File: config.mk
export PLATFORM = sky130hd
export DESIGN_NAME = regfile_init_sequencer
export DESIGN_NICKNAME = d
export VERILOG_FILES = /design/src/rtl/regfile_init_sequencer_pkg.sv /design/src/rtl/regfile_init_sequencer.sv
export SDC_FILE = /design/constraint.sdc
export NUM_CORES = 1
export LEC_CHECK = 0
export CELL_PAD_IN_SITES_DETAIL_PLACEMENT = 1
export CELL_PAD_IN_SITES_GLOBAL_PLACEMENT = 2
export CORE_ASPECT_RATIO = 1.1
export CORE_MARGIN = 3
export CORE_UTILIZATION = 13
export CTS_CLUSTER_SIZE = 30
export DETAILED_ROUTE_END_ITERATION = 10
export GPL_TIMING_DRIVEN = 0
export PLACE_DENSITY_LB_ADDON = 0.1
export REMOVE_ABC_BUFFERS = 1
export SYNTH_ARGS = -nofsm -noshare
export SYNTH_HDL_FRONTEND = slang
export SYNTH_SLANG_ARGS = --single-unit
File: constraint.sdc
create_clock -name clk -period 5.3 [get_ports clk]
set_input_delay 1.06 -clock clk [delete_from_list [all_inputs] [get_ports clk]]
set_output_delay 1.06 -clock clk [all_outputs]
set_load 0.1 [all_outputs]
File: src/rtl/regfile_init_sequencer_pkg.sv
// Shared definitions for the register-file initialisation sequencer.
// The state encodings are fixed so that other blocks and debug tools can decode them.
package regfile_init_sequencer_pkg;

  typedef enum logic [1:0] {
    ST_IDLE  = 2'd0,
    ST_CLEAR = 2'd1,
    ST_LOAD  = 2'd2,
    ST_DONE  = 2'd3
  } state_e;

endpackage

File: src/rtl/regfile_init_sequencer.sv
// Sequences register-file initialisation: clears registers 0..N_REGS-1, then loads the
// generator constant into SPECIAL_ADDR. The CPU write port passes through while idle.
module regfile_init_sequencer
  import regfile_init_sequencer_pkg::*;
#(
  parameter int W            = 32,
  parameter int ADDR_W       = 4,
  parameter int N_REGS       = 16,
  parameter int SPECIAL_ADDR = 15,
  parameter bit AUTO_START   = 1'b1
) (
  input  logic              clk,
  input  logic              reset,
  input  logic              start,
  input  logic              cpu_we,
  input  logic [ADDR_W-1:0] cpu_addr,
  input  logic [W-1:0]      cpu_wdata,
  input  logic [W-1:0]      const_in,
  output logic              const_clear,
  output logic              rf_we,
  output logic [ADDR_W-1:0] rf_addr,
  output logic [W-1:0]      rf_wdata,
  output logic              busy,
  output logic              done,
  output logic              cpu_stall
);

  // The last index is compared rather than counting past it, so N_REGS = 2^ADDR_W
  // never needs a wider counter.
  localparam logic [ADDR_W-1:0] LAST_ADDR = ADDR_W'(N_REGS - 1);
  localparam logic [ADDR_W-1:0] SPEC_ADDR = ADDR_W'(SPECIAL_ADDR);

  state_e            state;
  logic [ADDR_W-1:0] cnt;
  logic              auto_pend;

  // NOTE: state registers use non-blocking assignments so every flop samples
  // pre-edge values, independent of statement order.
  always_ff @(posedge clk or posedge reset) begin
    if (reset) begin
      state     <= ST_IDLE;
      cnt       <= '0;
      auto_pend <= AUTO_START;
    end else begin
      case (state)
        ST_IDLE: begin
          if (start || auto_pend) begin
            state     <= ST_CLEAR;
            cnt       <= '0;
            auto_pend <= 1'b0;
          end
        end
        ST_CLEAR: begin
          if (cnt == LAST_ADDR) state <= ST_LOAD;
          else                  cnt   <= cnt + ADDR_W'(1);
        end
        ST_LOAD: state <= ST_DONE;
        ST_DONE: state <= ST_IDLE;
        default: state <= ST_IDLE;
      endcase
    end
  end

  // NOTE: every output gets a default before the case so no path leaves one
  // unassigned, which would otherwise infer a latch.
  always_comb begin
    rf_we       = cpu_we;
    rf_addr     = cpu_addr;
    rf_wdata    = cpu_wdata;
    const_clear = 1'b1;
    busy        = 1'b0;
    done        = 1'b0;
    case (state)
      ST_CLEAR: begin
        busy     = 1'b1;
        rf_we    = 1'b1;
        rf_addr  = cnt;
        rf_wdata = const_in;
      end
      ST_LOAD: begin
        busy        = 1'b1;
        const_clear = 1'b0;
        rf_we       = 1'b1;
        rf_addr     = SPEC_ADDR;
        rf_wdata    = const_in;
      end
      ST_DONE: done = 1'b1;
      default: ;
    endcase
  end

  // CPU writes arriving while busy are dropped, so the CPU must hold off.
  assign cpu_stall = busy;

endmodule

==> insert_results.sql <==
INSERT INTO impl_metrics (metric_group, metric, value, unit) VALUES
('status', 'outcome', 'finished, final reports clean', ''),
('synthesis', 'yosysSeqAreaShare', '19.6', '%'),
('timing', 'finalMaxSlewViolations', '0', ''),
('place', 'instance_area_at_placement', '2100', 'sq um'),
('synthesis', 'synth_most_common_cell', 'mux2_2', ''),
('timing', 'fmaxAchievable', '237', 'MHz'),
('cells_and_area', 'areaGrowthSynthToFinish', '138', '%'),
('flow_run', 'max_cap_viol_count', '0', ''),
('drt', 'vias_per_cell', '4.08', ''),
('timing', 'worst_pin_slew', '1.03', 'ns'),
('setup_path', 'crit_path_cell_trace', 'inv_1, ha_2, nor2_1, a21oi_1, clkdlybuf4s50_1', ''),
('drt', 'first_iter_violations', '32', ''),
('synthesis', 'syn-instance-count', '93', ''),
('floorplanning', 'floorplan.die_area', '7970', 'sq um'),
('cells_and_area', 'final.fill_count', '799', ''),
('drt', 'post-route-drc-count', '0', ''),
('floorplanning', 'die_height', '93.3', 'um'),
('clock_tree', 'cts.sinks', '7', ''),
('synthesis', 'synth_top_cell_by_area', 'mux2_2', ''),
('timing', 'timing.final.setup_violations', '0', ''),
('setup_path', 'cp-end-kind', 'output pin', ''),
('global_routing', 'overall_global_routing_resource_usage', '11.5', '%'),
('timing', 'finClkSkew', '0.00257', 'ns'),
('floorplanning', 'core.rowCount', '31', ''),
('synthesis', 'synth_ff_type', 'dfrtp_1', ''),
('synthesis', 'ys_top_cells_by_count', '34 x mux2_2, 9 x a21oi_1, 8 x nor2_1, 7 x ha_1, 6 x dfrtp_1', ''),
('worst_hold_path', 'path_class_of_the_lowest_slack_min_delay_path', 'register to register', ''),
('timing', 'timing.final.crit_share', '79.7', '%'),
('cells_and_area', 'layout-drive-gt1-share', '21.7', '%'),
('clock_tree', 'worst_skew_pair.late_latency', '0.23', 'ns'),
('floorplanning', 'initial_utilization', '13.5', '%'),
('global_routing', 'grt_antenna_before_repair', '0', ''),
('clock_tree', 'cts_hold_repair.buffers', '0', ''),
('drt', 'via_count_of_the_routed_design', '1163', ''),
('global_routing', 'pin_count_of_the_biggest_net_entering_global_routing', '45', ''),
('drt', 'first_pass_iters', '4', ''),
('clock_tree', 'clkSlewWorstSetupHoldPaths', '0.04', 'ns'),
('setup_path', 'worst-endpoint-required', '4.24', 'ns'),
('global_routing', 'grt_pass1_vias', '1369', ''),
('clock_tree', 'cts_max_level', '1', ''),
('timing', 'grt_setup_unrepaired', 'false', ''),
('drt', 'wire_per_inst', '16.2', 'um'),
('timing', 'worst_slew_margin_rel', '31.4', '%'),
('clock_tree', 'count_of_instances_resized_after_the_clock_tree_is_built', '0', ''),
('synthesis', 'synth.area.top_cells', 'mux2_2 42%, dfrtp_1 17%, ha_1 9.7%, a21oi_1 5.0%, nor2_1 3.3%', ''),
('timing', 'report.final.hold_viol_count', '0', ''),
('clock_tree', 'tritoncts', 'done', ''),
('cells_and_area', 'insertedDiodeCount', '0', ''),
('synthesis', 'netlist_area', '901', 'sq um'),
('global_routing', 'grt_overflow_total', '0', ''),
('clock_tree', 'cts_setup_buffers', '0', ''),
('synthesis', 'async_flop_share', '100', '%'),
('place', 'detailed_place_hpwl', '4.00', 'mm'),
('setup_path', 'timing.critical_path.fanout_max', '44', ''),
('synthesis', 'ys_warn_count', '0', ''),
('clock_tree', 'cts-buffers-inserted', '3', ''),
('cells_and_area', 'layout.nets', '283', ''),
('setup_path', 'critPathLaunchType', 'register', ''),
('drt', 'drt-total-wl', '4.62', 'mm'),
('floorplanning', 'die-width', '85.4', 'um'),
('setup_path', 'cp_data_arrival_time', '3.16', 'ns'),
('floorplanning', 'core_area', '6670', 'sq um'),
('clock_tree', 'buffers_from_clock_root_to_sink_at_most', '2', ''),
('place', 'gpl.final_weighted_congestion', '0.772', ''),
('synthesis', 'synth_enable_flop_cells', '0', ''),
('synthesis', 'syn_area_per_cell', '9.69', 'sq um'),
('timing', 'final_period_minus_worst_setup_slack', '4.22', 'ns'),
('synthesis', 'post_synth_num_cell_types', '23', ''),
('global_routing', 'global_route_wire_length_before_repair', '7.04', 'mm'),
('setup_path', 'setup.worst_path.class', 'register to output pin', ''),
('clock_tree', 'clockRootBuffer', 'clkbuf_8', ''),
('synthesis', 'synth_top_cell_area_share', '42.5', '%'),
('setup_path', 'worst_path_largest_cell_delay', '1.18', 'ns'),
('cells_and_area', 'final_cell_area', '2140', 'sq um'),
('floorplanning', 'pin_count', '113', ''),
('synthesis', 'postSynthRegisterBits', '7', ''),
('place', 'io_buffer_count', '112', ''),
('setup_path', 'worst_path_max_delay_cell', 'clkdlybuf4s50_1', ''),
('drt', 'detail-route-antenna-nets', '0', '');
[worst paths after layout]
path	cells past startpoint	start	slack [ns]	end
max	5	state[1]$_DFFE_PP0P_	1.08	rf_addr[0]
min	1	auto_pend$_DFFE_PP1P_	0.48	auto_pend$_DFFE_PP1P_
max reg2reg	5	state[0]$_DFFE_PP0P_	3.47	cnt[0]$_DFFE_PP0P_
min reg2reg	1	auto_pend$_DFFE_PP1P_	0.48	auto_pend$_DFFE_PP1P_
max in group asynchronous	2	reset	3.96	auto_pend$_DFFE_PP1P_
min in group asynchronous	2	reset	1.06	cnt[0]$_DFFE_PP0P_
[layout by cell type (no fill, tap or decap)]
master	instances
a21oi_1	9
a221o_1	2
and3_2	1
and3b_2	1
and4_4	1
clkbuf_1	1
clkbuf_8	3
clkdlybuf4s50_1	112
dfrtp_1	6
dfstp_2	1
ha_1	6
ha_2	1
inv_1	4
mux2_2	34
mux2i_1	1
nand2_1	2
nand3_1	2
nor2_1	8
nor2b_1	2
nor3b_1	2
o21ai_0	1
o31ai_1	1
or2_2	1
or3_4	1
[critical path: cells and delay by family, from the launching register on]
| kind | cells | cell delay [ns] |
|---|---|---|
| flops | 1 | 0.38 |
| buf+inv | 2 | 1.29 |
| simple gates | 1 | 0.12 |
| fa+ha+maj | 1 | 0.94 |
| compound gates | 1 | 0.18 |
[routing by layer]
metal  GRT usage, %  up-vias  routed length, um
met5              0        -                  0
met3           4.93        8                412
met2           21.8       66               2550
met4           3.69        0                102
li1               -      555                  -
met1           11.2      534               1550
[registers in the layout, summed over array words and instances (netlist names)]
name,cells
state,2
auto_pend,1
cnt,4
[per-stage QoR]
step / setup slack, ns / cells / utilization, % / TNS (ns) / hold WS (ns)
CTS: 0.992 / 285 / 32.1 / 0 / 0.484
floorplan: -0.105 / 87 / - / -0.345 / 0.466
detailed placement: 1.25 / 281 / 31.4 / 0 / 0.476
finish: 1.08 / 285 / 32.1 / 0 / 0.483
global placement: 0.791 / 281 / 31.4 / 0 / 0.474
global route: 0.799 / 285 / 32.1 / 0 / 0.494
[cell families after synthesis]
kind of cell | Yosys count | share of synthesized area (%)
mux | 35 | 43.6
compound gates | 13 | 8.61
fa+ha+maj | 7 | 9.72
flops | 7 | 19.6
simple gates | 21 | 13.5
buf+inv | 10 | 5.00
[cell type report]
class	count	area (sq um)	area share (%)
Timing Repair Buffer	112	1120	52.3
Multi-Input combinational cell	76	682	31.8
Sequential cell	7	176	8.24
Tap cell	82	103	4.79
Clock buffer	4	45.0	2.10
Inverter	4	15.0	0.701
Power is left out: the tool's default activity adds up to more than one toggle a clock period on the data nets, which glitch-free logic cannot reach.
==> edit 1: new RTL, config.mk and constraints unchanged <==
Change the parameter `AUTO_START` from 1'b1 to 1'b0.
--- a/src/rtl/regfile_init_sequencer.sv
+++ b/src/rtl/regfile_init_sequencer.sv
@@ -7,7 +7,7 @@
   parameter int ADDR_W       = 4,
   parameter int N_REGS       = 16,
   parameter int SPECIAL_ADDR = 15,
-  parameter bit AUTO_START   = 1'b1
+  parameter bit AUTO_START   = 1'b0
 ) (
   input  logic              clk,
   input  logic              reset,
Formal check against the unedited RTL: not equivalent (a bounded check fails within 4 cycles, from zero or initial values and one cycle with reset high).
==> edit 1 against the original RTL <==
- sequential cell count fell by 1
- setup slack got worse by 0.84 ps
- routed wire length fell by 2.4%
- area after synthesis fell by 3.5%
- core utilization rose by 1.0 points
- highest routed layer unchanged
- first-iteration DRC count fell by 53%
- critical path depth fell by 1
- final area fell by 1.9%
- worst hold slack improved by 70 ps
Power is left out: the tool's default activity adds up to more than one toggle a clock period on the data nets, which glitch-free logic cannot reach.
==> edit 1: results (changes against the original RTL) <==
DRT Pass-1 Iters=3 (-1); port bufs=112 (unchanged); slowest stage cell on the critical path=clkdlybuf4s50_1; max incr delay on CP=1160 ps (-20 ps); top flop regs=cnt (4), state (2); Synth Area in Compound Gates=9.35% (+0.74 points); Hold Slack=553 ps (+70.4 ps); share of cells above drive strength 1=20.6% (-1.1 points); Final Wtd Congestion=0.712 (-7.8%); largest net degree at the start of global routing=45 (unchanged); worst slack, placed=1280 ps (+30.2 ps); Clock transition at path regs=40 ps (about the same); post-synthesis mux area share=47.9% (+4.3 points); fin. max-slew vios=0 (unchanged); CP delay by family, top=buffers and inverters; R2R depth=3 (-2); Total Routing Usage GR=11.5% (-0.063 points); nets=280 (-1.1%); Final setup viols=0 (unchanged); Synth Flop Type=dfrtp_1; Post-CTS Setup Inserts=0 (unchanged); Yosys warnings=0 (unchanged); Critical Path AT=3170 ps (about the same); first-pass GRT wire length=7.11 mm (+0.89%); dpl hpwl=3.98 mm (-0.44%); Worst Hold Class=register to register; Worst R2R Start=state[0]; slack of the worst reg-to-reg path=3490 ps (+20 ps); Post-CTS Resized=0 (unchanged); CTS Root Cell=clkbuf_8; Yosys cell types=21 (-8.7%); worst rel slew slack=31.2% (-0.30 points); clk buf depth=2 (unchanged); n_diodes=0 (unchanged); Worst Hold Path EP=cnt[0]; CP max FO=44 (unchanged); Synth area leaders=mux2_2 43%, dfrtp_1 17%, ha_1 10%, a21oi_1 4.6%, mux2i_1 3.5%; H-tree lvl count=1 (unchanged); Clock Skew=0.767 ps (-1.80 ps); xor/xnor share of the synthesized area=0% (unchanged); CTS buffer count=3 (unchanged); post-DR wirelength/cell=16.2 um (-0.33%); DRT iter0 DRCs=15 (-53%); antenna violations before repair=0 (unchanged); Commonest cells post-synth=33 x mux2_2, 8 x a21oi_1, 7 x ha_1; worst skew pair latency=220 ps; vias in the first global route=1,370 (+0.073%); via count=1,132 (-2.7%); Seq/Total Area, Yosys=17.3% (-2.3 points); WHS Path Cells=1 (unchanged); status=complete, no violations; fillers=722 (-9.6%); Synth async-reset ratio=100% (unchanged); adder-cell area share of the yosys netlist=10.1% (+0.35 points); min-delay src=cnt[0]; FF-to-FF End=state[1]; Max-Cap Viols=0 (unchanged)
edit 1: final cells by class:
cell class	instances	area, sq um	share of cell area [%]
clock buffer	3	41.3	1.96
inverter	6	22.5	1.07
multi-input combinational	72	667	31.7
sequential	6	150	7.14
tap	80	100	4.76
timing repair buffer	112	1120	53.3
edit 1: layer usage:
metal	vias to the layer above	track usage, %	share of wire (%)
met5	-	0	0
li1	541	-	-
met4	0	1.61	0.27
met3	2	6.56	14
met2	69	20.4	50
met1	520	12.1	35
edit 1: worst max-delay path by stage:
stage,start,depth (start not counted),to,slack (ps)
after floorplan,state[0],4,rf_addr[0],-100
after global placement,state[0],4,rf_wdata[5],780
after detailed placement,state[0],4,rf_wdata[5],1280
after CTS,state[0],4,rf_wdata[5],1020
after global routing,state[0],5,rf_addr[1],850
final,state[0],4,rf_wdata[5],1070
edit 1: metrics by stage:
stage,area (sq um),setup TNS [ps],cells
floorplan,837,-418,84
global placement,2060,0,276
detailed placement,2060,0,276
CTS,2100,0,279
global route,2100,0,279
finish,2100,0,279
==> edit 2: new RTL, config.mk and constraints unchanged <==
Without the edit above. Make the reset (`reset`) synchronous in one clocked block.
--- a/src/rtl/regfile_init_sequencer.sv
+++ b/src/rtl/regfile_init_sequencer.sv
@@ -36,7 +36,7 @@
 
   // NOTE: state registers use non-blocking assignments so every flop samples
   // pre-edge values, independent of statement order.
-  always_ff @(posedge clk or posedge reset) begin
+  always_ff @(posedge clk) begin
     if (reset) begin
       state     <= ST_IDLE;
       cnt       <= '0;
Function: differs if reset is asserted again (counterexample within 4 cycles, from zero or initial values and one cycle with reset high); with reset held inactive, the same outputs for 10 cycles.
==> edit 2 against the original RTL <==
- synthesized cell count rose by 7.5%
- register-to-register slack gained 30 ps
- global-route usage rose by 0.27 points
- critical path type unchanged
- area after synthesis increased by 0.69%
- die area grew 0.65%
- sequential cell count is the same
- final area grew 0.12%
- setup slack worse by 9.5 ps
- core utilization about the same
- routed wire length up 4.4%
- count of clock-buffer cells in the layout is the same
Power is not shown: default switching activity piles up to over one toggle a cycle in this logic, so the estimate is an artifact.
==> edit 2: results (changes against the original RTL) <==
drt total wl=4.82 mm (+4.4%); Final Wtd Congestion=0.757 (-1.9%); via count=1,227 (+5.5%); vias in the first global route=1,436 (+4.9%); Commonest cells post-synth=32 x mux2_2, 9 x a21oi_1, 7 x dfxtp_1, 7 x ha_1; fillers=777 (-2.8%); Clock Skew=0.873 ps (-1.69 ps); worst slew pin tran=1050 ps (+26.4 ps); share of cells above drive strength 1=19.1% (-2.5 points); status=complete, no violations; Synth async-reset ratio=0% (-100 points); Seq/Total Area, Yosys=15.4% (-4.1 points); Critical Path AT=3170 ps (about the same); DR WL met2=2.21 mm (-13%); Yosys cell types=29 (+26%); Synth area leaders=mux2_2 40%, dfxtp_1 15%, ha_1 9.7%, a21oi_1 5.0%, mux2i_1 2.2%; DRT iter0 DRCs=12 (-63%); met1 GRT Util=12.2% (+0.99 points); area of the multi-input gates=717 sq um (+5.1%); dpl hpwl=4.15 mm (+3.6%); area post-placement=0.00210 sq mm (+0.12%); grt met3 use=8.19% (+3.3 points); first-pass GRT wire length=7.34 mm (+4.2%); DRT Pass-1 Iters=3 (-1); Synth Flop Type=dfxtp_1; met3 wire length=793 um (+92%); worst slack, placed=1270 ps (+12.4 ps); M1 WL=1.79 mm (+15%); Total Routing Usage GR=11.8% (+0.27 points)
[edit 2: layout make-up]
type,instances,share of cell area [%]
Timing Repair Buffer,112,52.3
Sequential cell,7,6.53
Inverter,5,0.875
Clock buffer,4,2.10
Multi-Input combinational cell,81,33.4
Tap cell,82,4.78
[edit 2: final timing paths]
check | startpoint | end | slack, ps | cells past startpoint
worst min-delay path | state[1] | state[1] | 500 | 2
worst max-delay path | state[0] | rf_wdata[29] | 1070 | 4
worst max register to register | state[0] | state[1] | 3500 | 4
worst min register to register | state[1] | state[1] | 500 | 2
[edit 2: kinds of logic (layout without fill, tap and decap cells)]
| kind of cell | Yosys count | count (layout) | synth area share, % |
|---|---|---|---|
| mux | 34 | 34 | 41.9 |
| simple gates | 21 | 21 | 13.7 |
| compound gates | 19 | 19 | 13.5 |
| buf+inv | 12 | 121 | 5.79 |
| fa+ha+maj | 7 | 7 | 9.65 |
| flops | 7 | 7 | 15.4 |
